## config.mk

```make
export PLATFORM = sky130hd
export DESIGN_NAME = i2s_tx
export DESIGN_NICKNAME = d
export VERILOG_FILES = /design/src/rtl/fpsynth_audio_pkg.sv /design/src/rtl/i2s_clkgen.sv /design/src/rtl/i2s_tx.sv
export SDC_FILE = /design/constraint.sdc
export NUM_CORES = 1
export LEC_CHECK = 0
export CORE_MARGIN = 5
export CORE_UTILIZATION = 45
export DETAILED_ROUTE_END_ITERATION = 8
export PLACE_DENSITY_LB_ADDON = 0.3
export RECOVER_POWER = 50
export SYNTH_ARGS = -nofsm -noshare
export SYNTH_HDL_FRONTEND = slang
export SYNTH_SLANG_ARGS = --single-unit
```

## constraint.sdc

```tcl
create_clock -name clk48m -period 5.8 [get_ports clk48m]
set_clock_uncertainty 0.1 [all_clocks]
set_input_delay 1.16 -clock clk48m [delete_from_list [all_inputs] [get_ports clk48m]]
set_output_delay 1.16 -clock clk48m [all_outputs]
set_load 0.02 [all_outputs]
```

## src/rtl/fpsynth_audio_pkg.sv

```systemverilog
// Shared audio types and constants for the synth output path.
package fpsynth_audio_pkg;
  localparam int SAMPLE_W = 16;

  typedef logic signed [SAMPLE_W-1:0] sample_t;

  localparam int I2S_BCLK_HALF_DEFAULT = 8;
  localparam int I2S_SLOT_BITS_DEFAULT = 32;

  localparam sample_t SAMPLE_MAX = 16'h7fff;
  localparam sample_t SAMPLE_MIN = 16'h8000;
endpackage

```

## src/rtl/i2s_clkgen.sv

```systemverilog
// I2S timing: clk48m divider, bclk, bit position and the strobes that step
// the data path on bclk falling edges.
module i2s_clkgen #(
  parameter int BCLK_HALF = 8,
  parameter int SLOT_BITS = 32,
  localparam int DIV_W = $clog2(BCLK_HALF),
  localparam int POS_W = $clog2(2*SLOT_BITS)
) (
  input  logic             clk48m,
  input  logic             rst_n,
  output logic             bclk,
  output logic [POS_W-1:0] pos_nxt,
  output logic             bclk_fall,
  output logic             frame_start
);
  localparam logic [DIV_W-1:0] DIV_LAST = DIV_W'(BCLK_HALF-1);
  localparam logic [POS_W-1:0] POS_LAST = POS_W'(2*SLOT_BITS-1);

  logic [DIV_W-1:0] div;
  logic [POS_W-1:0] pos;
  logic             div_wrap;

  always_comb begin
    div_wrap    = (div == DIV_LAST);
    bclk_fall   = div_wrap & bclk;
    frame_start = bclk_fall & (pos == POS_LAST);
    pos_nxt     = (pos == POS_LAST) ? '0 : pos + 1'b1;
  end

  always_ff @(posedge clk48m) begin
    if (!rst_n) begin
      div  <= '0;
      bclk <= 1'b0;
      pos  <= POS_LAST;
    end else begin
      div <= div_wrap ? '0 : div + 1'b1;
      if (div_wrap) bclk <= ~bclk;
      if (bclk_fall) pos <= pos_nxt;
    end
  end
endmodule

```

## src/rtl/i2s_tx.sv

```systemverilog
// Philips I2S transmitter: one-entry sample buffer, per-channel shift
// registers and lrck/sdata generation, all in the clk48m domain.
module i2s_tx
  import fpsynth_audio_pkg::*;
#(
  parameter int DATA_W    = SAMPLE_W,
  parameter int BCLK_HALF = I2S_BCLK_HALF_DEFAULT,
  parameter int SLOT_BITS = I2S_SLOT_BITS_DEFAULT
) (
  input  logic              clk48m,
  input  logic              rst_n,
  input  logic [DATA_W-1:0] left,
  input  logic [DATA_W-1:0] right,
  input  logic              in_valid,
  output logic              in_ready,
  output logic              bclk,
  output logic              lrck,
  output logic              sdata,
  output logic              frame_strobe,
  output logic              underrun
);
  localparam int POS_W = $clog2(2*SLOT_BITS);
  localparam logic [POS_W-1:0] L_LO   = POS_W'(1);
  localparam logic [POS_W-1:0] L_HI   = POS_W'(DATA_W);
  localparam logic [POS_W-1:0] R_LO   = POS_W'(SLOT_BITS+1);
  localparam logic [POS_W-1:0] R_HI   = POS_W'(SLOT_BITS+DATA_W);
  localparam logic [POS_W-1:0] SLOT_P = POS_W'(SLOT_BITS);

  logic [POS_W-1:0]  pos_nxt;
  logic              bclk_fall, frame_start;
  logic              full, accept, in_l, in_r;
  logic [DATA_W-1:0] hold_l, hold_r, frm_l, frm_r, sh_l, sh_r;

  i2s_clkgen #(.BCLK_HALF(BCLK_HALF), .SLOT_BITS(SLOT_BITS)) u_clkgen (
    .clk48m      (clk48m),
    .rst_n       (rst_n),
    .bclk        (bclk),
    .pos_nxt     (pos_nxt),
    .bclk_fall   (bclk_fall),
    .frame_start (frame_start)
  );

  assign in_ready = rst_n & ~full;
  assign accept   = in_valid & in_ready;

  // Windows are judged on the position being entered, since outputs are
  // registered on the same edge that advances it.
  always_comb begin
    in_l = (pos_nxt >= L_LO) && (pos_nxt <= L_HI);
    in_r = (pos_nxt >= R_LO) && (pos_nxt <= R_HI);
  end

  always_ff @(posedge clk48m) begin
    if (!rst_n) begin
      full         <= 1'b0;
      hold_l       <= '0;
      hold_r       <= '0;
      frm_l        <= '0;
      frm_r        <= '0;
      sh_l         <= '0;
      sh_r         <= '0;
      lrck         <= 1'b1;
      sdata        <= 1'b0;
      frame_strobe <= 1'b0;
      underrun     <= 1'b0;
    end else begin
      frame_strobe <= 1'b0;
      underrun     <= 1'b0;
      if (accept) begin
        full   <= 1'b1;
        hold_l <= left;
        hold_r <= right;
      end
      if (frame_start) begin
        frame_strobe <= 1'b1;
        if (full) begin
          full  <= 1'b0;
          frm_l <= hold_l;
          frm_r <= hold_r;
          sh_l  <= hold_l;
          sh_r  <= hold_r;
        end else begin
          // Starved: replay the last frame rather than dropping to silence.
          underrun <= 1'b1;
          sh_l     <= frm_l;
          sh_r     <= frm_r;
        end
      end else if (bclk_fall) begin
        if (in_l) sh_l <= {sh_l[DATA_W-2:0], 1'b0};
        if (in_r) sh_r <= {sh_r[DATA_W-2:0], 1'b0};
      end
      if (bclk_fall) begin
        lrck  <= (pos_nxt >= SLOT_P);
        sdata <= in_l ? sh_l[DATA_W-1] : (in_r ? sh_r[DATA_W-1] : 1'b0);
      end
    end
  end
endmodule

```

# Yosys cells after proc, flatten, opt, wreduce, memory -nomap -nowiden
# Cells that the tools add are included.
# totals
output_inout_bits,6
word_cells,55
mem_bits_rw,0
latchBits,0
memories,0
romBits,0
regBits,111
# classes
magnitude_cmp,5
reduce_logical,9
eq_ne,2
n_addsub,2
div_mod_pow,0
shift,0
bitwise,7
n_mul,0
n_mux,16
# ops
operator,n
two-way mux 16 bit,8
">= comparator 6 bit, second input constant",2
two-way mux 1 bit,7
"adder 6 x 1 -> 6 bit, second input constant",1
"== test 6 bit, second input constant",1
">= comparator 6 x 1 -> 1 bit, second input constant",1
"less-or-equal comparator 6 x 5 -> 1 bit, second input constant",1
"less-or-equal comparator 6 bit, second input constant",1
two-way mux 6 bit,1
AND reduction 2 bit,3
nonzero test 2 bit,3
AND 1 bit,4
"adder 3 x 1 -> 3 bit, second input constant",1
"== test 3 bit, second input constant",1
inverter 1 bit,3
logical AND 1 bit,2
OR reduction 2 bit,1

# Logic depth before layout (Yosys ltp)
# logic_depth
depth_word,7
mapped_depth,9

# Hierarchy
# A second synthesis with hierarchy kept.
# unflattened
cells_unflattened,572
hier_area_um2,4906.0
# by_module_without_submodules
mod,instances,area_per_inst_um2,cells_each,seq_area_each_um2
i2s_tx,1,4408.0,517,2021.9
i2s_clkgen,1,498.0,55,200.2

# Worst setup path before layout
# OpenSTA, ideal clock, no wires.
# synth_path
path_kind,input port to output port
start,input rst_n
end,output in_ready
t_arrival_ns,1.805
t_required_ns,4.540
stages,2
slack_ns,2.735
cell_sequence,clkbuf_1 nor2b_1
# synth_between
elab_chain_len,1
# synth_rtl
element,line,text
from (decl),i2s_tx.sv:11,"input logic rst_n,"
AND 1 bit,i2s_tx.sv:43,assign in_ready = rst_n & ~full;
to (decl),i2s_tx.sv:15,"output logic in_ready,"
# No other way between the ends.

# Worst setup path after layout
# Ends and elaborated chain as after synthesis.

==> results <==
- The number of pins with negative max-slew slack in the final report was 150.
- The leakage power is 2.371 nW.
- The share of layout cells above drive strength 1 is 5.776%.
- The total overflow left after global routing is 0.
- After synthesis, the most frequently instantiated cells are nand2_1 (199), dfxtp_1 (111), mux2i_1 (61).
- Clock tree synthesis inserted a total of 9 buffers.
- The first-pass GRT wire length is 17470 um.
- Summing over every cut layer, the via total after detailed routing is 3938.
- Counting every instance in the synthesized netlist gives 592.
- The count of warnings emitted by yosys is 0.
- The detailed router finished its first iteration with 232 violations.
- The clock net sink count is 111.
- The worst setup path is captured at an output port.
- In this run the cell area of the synthesized design comes to 0.005045 mm2.
- The internal portion of the total power is 1.180 mW.
- Using the TritonRoute via totals, the vias-per-cell ratio works out to 5.279.
- The final period demand of the worst path is 4278 ps.
- The number of rows in the core area is 38.
- The congestion estimate from routability-driven global placement came to 0.8277.
- From bottom edge to top edge, the die measures 115.9 um.
- Counting every net in the synthesized netlist gives 632.
- The transition time at the pin with the least slew margin is 1991 ps.
- The accumulated negative setup slack is 0 ps.
- The starting density of the core is 46.13%.
- From left edge to right edge, the die measures 115.9 um.
- The switching power summed over all nets is 344.0 uW.
- The core region is 0.01094 mm2.
- The combinational group share of total power is 6.6%.
- The flip-flop and latch count after synthesis is 111.
- The number of diodes is 0.
- The worst slew slack as a fraction of its limit is -32.72%.
- The upper clock frequency limit is 233.7 MHz.
- Setup repair after global routing left no endpoint under its margin.
- In this run the clock root is driven by a clkbuf_16.
- Sorting the synthesized cells by area gives the leading types as dfxtp_1 (44%), nand2_1 (15%), mux2i_1 (12%).
- In this design, the stage delay of the slowest critical-path cell is 800 ps.
- The number of ports placed on the die boundary is 41.
- Once layout is complete, the cells apart from fillers number 746.
- The HPWL after detailed placement is 6370 um.
- The detailed-route DRC error count is 0.
- The maximum fanout encountered on the critical timing path is 30.
- The area of the die is 0.01343 mm2.
- The run finished, with violations left.
- The worst min-delay path class is flip-flop to flip-flop.
- Global routing used 15.83% of the available tracks.
- The post-CTS repair timing setup buffer count is 0.
- The number of buffers added to fix hold violations after cts is 0.
- The net switching fraction of the power is 22.56%.
- Relative to the synthesized area, the layout overhead comes to 13.52%.
- Among all cell types in the netlist, the one instantiated most often is nand2_1.
- After layout, the worst setup slack is 1522 ps.
- The synthesized area divided by synthesized cell count is 8.522 um2.
- The number of failing hold endpoints at the final stage is 0.
- The post-cts repair resize count is 0.
- The initial antenna violation count was 0.
- The number of global-route vias before repair is 3834.
- The standard cell with the maximum stage delay on the critical path is clkbuf_1.
- The biggest area contributor in the post-synthesis netlist is dfxtp_1.
- Dividing the final minimum period by the clock period gives 73.76%.
- The number of placed instances, taps included, is 730.
- TritonCTS built the clock tree.
- The count of final setup violators is 0.
- Data on the critical path is required at its endpoint by 4540 ps.
- The signal on the critical path passes through clkbuf_1 > nor2b_1 > clkdlybuf4s50_1.
- The clock-pin transition on the worst setup and hold timing paths is 70 ps.
- Timing analysis after detailed placement gives a worst setup slack of 2083 ps.
- After layout, the design draws a total of 1.524 mW.
- Clock latency on the worst-skew pair, taken at its later pin, is 340 ps.
- The sequential share of power is 52.2%.
- After synthesis, the share of flip-flops with an asynchronous set or reset is 0%.
- The total number of nets in the final design is 641.
- The ratio of total power to cell area is 266.2 mW/mm2.
- The top-area cell type share of the netlist area is 44.05%.
- For this run, the leading register cell type out of synthesis is dfxtp_1.
- Entering global routing, the biggest net connects 116 pins.
- Once detail routing completed, the nets flagged for antenna violations numbered 0.
- The first detailed-routing pass took 4 iterations.
- Of the total power, the clock network draws 41.1%.
- CTS built an H-tree with a depth of 3.
- The number of fill cells is 1027.
- The checks that failed: max-capacitance violations, max-slew violations.
- The share of the yosys chip area belonging to registers is 44.05%.
- During placement, the flow inserted port buffers numbering 40.
- At the worst endpoint, the arrival time is 3020 ps.
- The kind of start point of the critical path is a primary input.
- The number of synthesized flops with an enable pin is 0.
- The setup path with the least slack is of type primary input to output port.
- The peak supply drop is 170.6 uV.
- No sink is reached through more buffers than the 2 on the longest clock path.
- The average routed wire per standard cell is 13.58 um.
- The number of different library cells used by synthesis comes to 48.
- Cells fill 52.37% of the core in the end.
- The aggregate routed wire length is 10130 um.
- The tool flagged a number of max-cap violations equal to 2.
## placed cells by master, fill, tap and decap left out, types with 5 or more instances in the layout
| cell type | Yosys | final |
|---|---|---|
| o211ai_1 | 32 | 32 |
| dlygate4sd3_1 | 0 | 5 |
| buf_4 | 2 | 5 |
| o21ai_0 | 7 | 7 |
| dfxtp_1 | 111 | 110 |
| ha_1 | 5 | 5 |
| a21boi_0 | 29 | 29 |
| nand3_1 | 35 | 35 |
| and2_1 | 6 | 5 |
| nand2_1 | 199 | 199 |
| mux2i_1 | 61 | 61 |
| clkbuf_16 | 0 | 9 |
| clkdlybuf4s50_1 | 0 | 34 |
## stage by stage
stage / hold slack [ps] / area, um2
finish: 332.7 / 5727
detailed placement: 320.9 / 5428
floorplan: 303.3 / 5045
CTS: 335.4 / 5737
global route: 346.4 / 5727
global placement: 310.7 / 5428
## logic make-up (layout without fill, tap and decap cells)
logic type | count (synthesis) | count (layout) | synth area share [%]
XOR/XNOR | 3 | 3 | 0.5209
AO/OA/AOI/OAI | 92 | 92 | 13.72
flip-flops | 111 | 111 | 44.05
buffers and inverters | 53 | 67 | 5.258
AND/OR/NAND/NOR | 265 | 265 | 22.67
adder cells (fa/ha/maj) | 5 | 5 | 1.240
multiplexers | 63 | 63 | 12.55
## routing by layer
| layer | share of wire (%) | GRT usage [%] |
|---|---|---|
| met1 | 47 | 19.75 |
| met2 | 50 | 28.15 |
| met3 | 2.5 | 2.089 |
| met4 | 1.0 | 5.259 |
| met5 | 0 | 0 |
## layout make-up
cell class	instances	area [um2]	area share, %
sequential	111	2223	38.82
clock buffer	10	239.0	4.173
timing repair buffer	47	440.4	7.691
clock inverter	6	70.07	1.224
inverter	4	15.01	0.2622
multi-input combinational	428	2564	44.77
tap	140	175.2	3.059
## flip-flops by register name, summed over array words and instances, names as in the netlist
name and flops:
frm_l 16, frm_r 16, hold_l 16, hold_r 16
sh_l 16, sh_r 16, u_clkgen.pos 6, u_clkgen.div 3
frame_strobe 1, full 1, lrck 1, sdata 1
u_clkgen.bclk 1, underrun 1
## final timing paths
path                    from              end  slack (ps)  cells after the start
min reg2reg  u_clkgen.div[0]  u_clkgen.div[0]         330                      1
max reg2reg  u_clkgen.pos[1]         frm_r[5]        2730                      8
max                    rst_n         in_ready        1520                      3
min          u_clkgen.div[0]  u_clkgen.div[0]         330                      1
## power groups by stage
stage	clock network (mW)	registers [mW]	logic [mW]
2_1_floorplan	0	0.810	0.0657
4_1_cts	0.639	0.797	0.103
6_report	0.627	0.796	0.101
3_3_place_gp	0	0.814	0.101
5_1_grt	0.671	0.799	0.112
3_5_place_dp	0	0.815	0.103
## critical path, delay by kind of cell
family | cells | cell delay [ps]
buffers and inverters | 2 | 1470
AND/OR/NAND/NOR | 1 | 380
No activity file was read; power rests on OpenSTA's default activity.
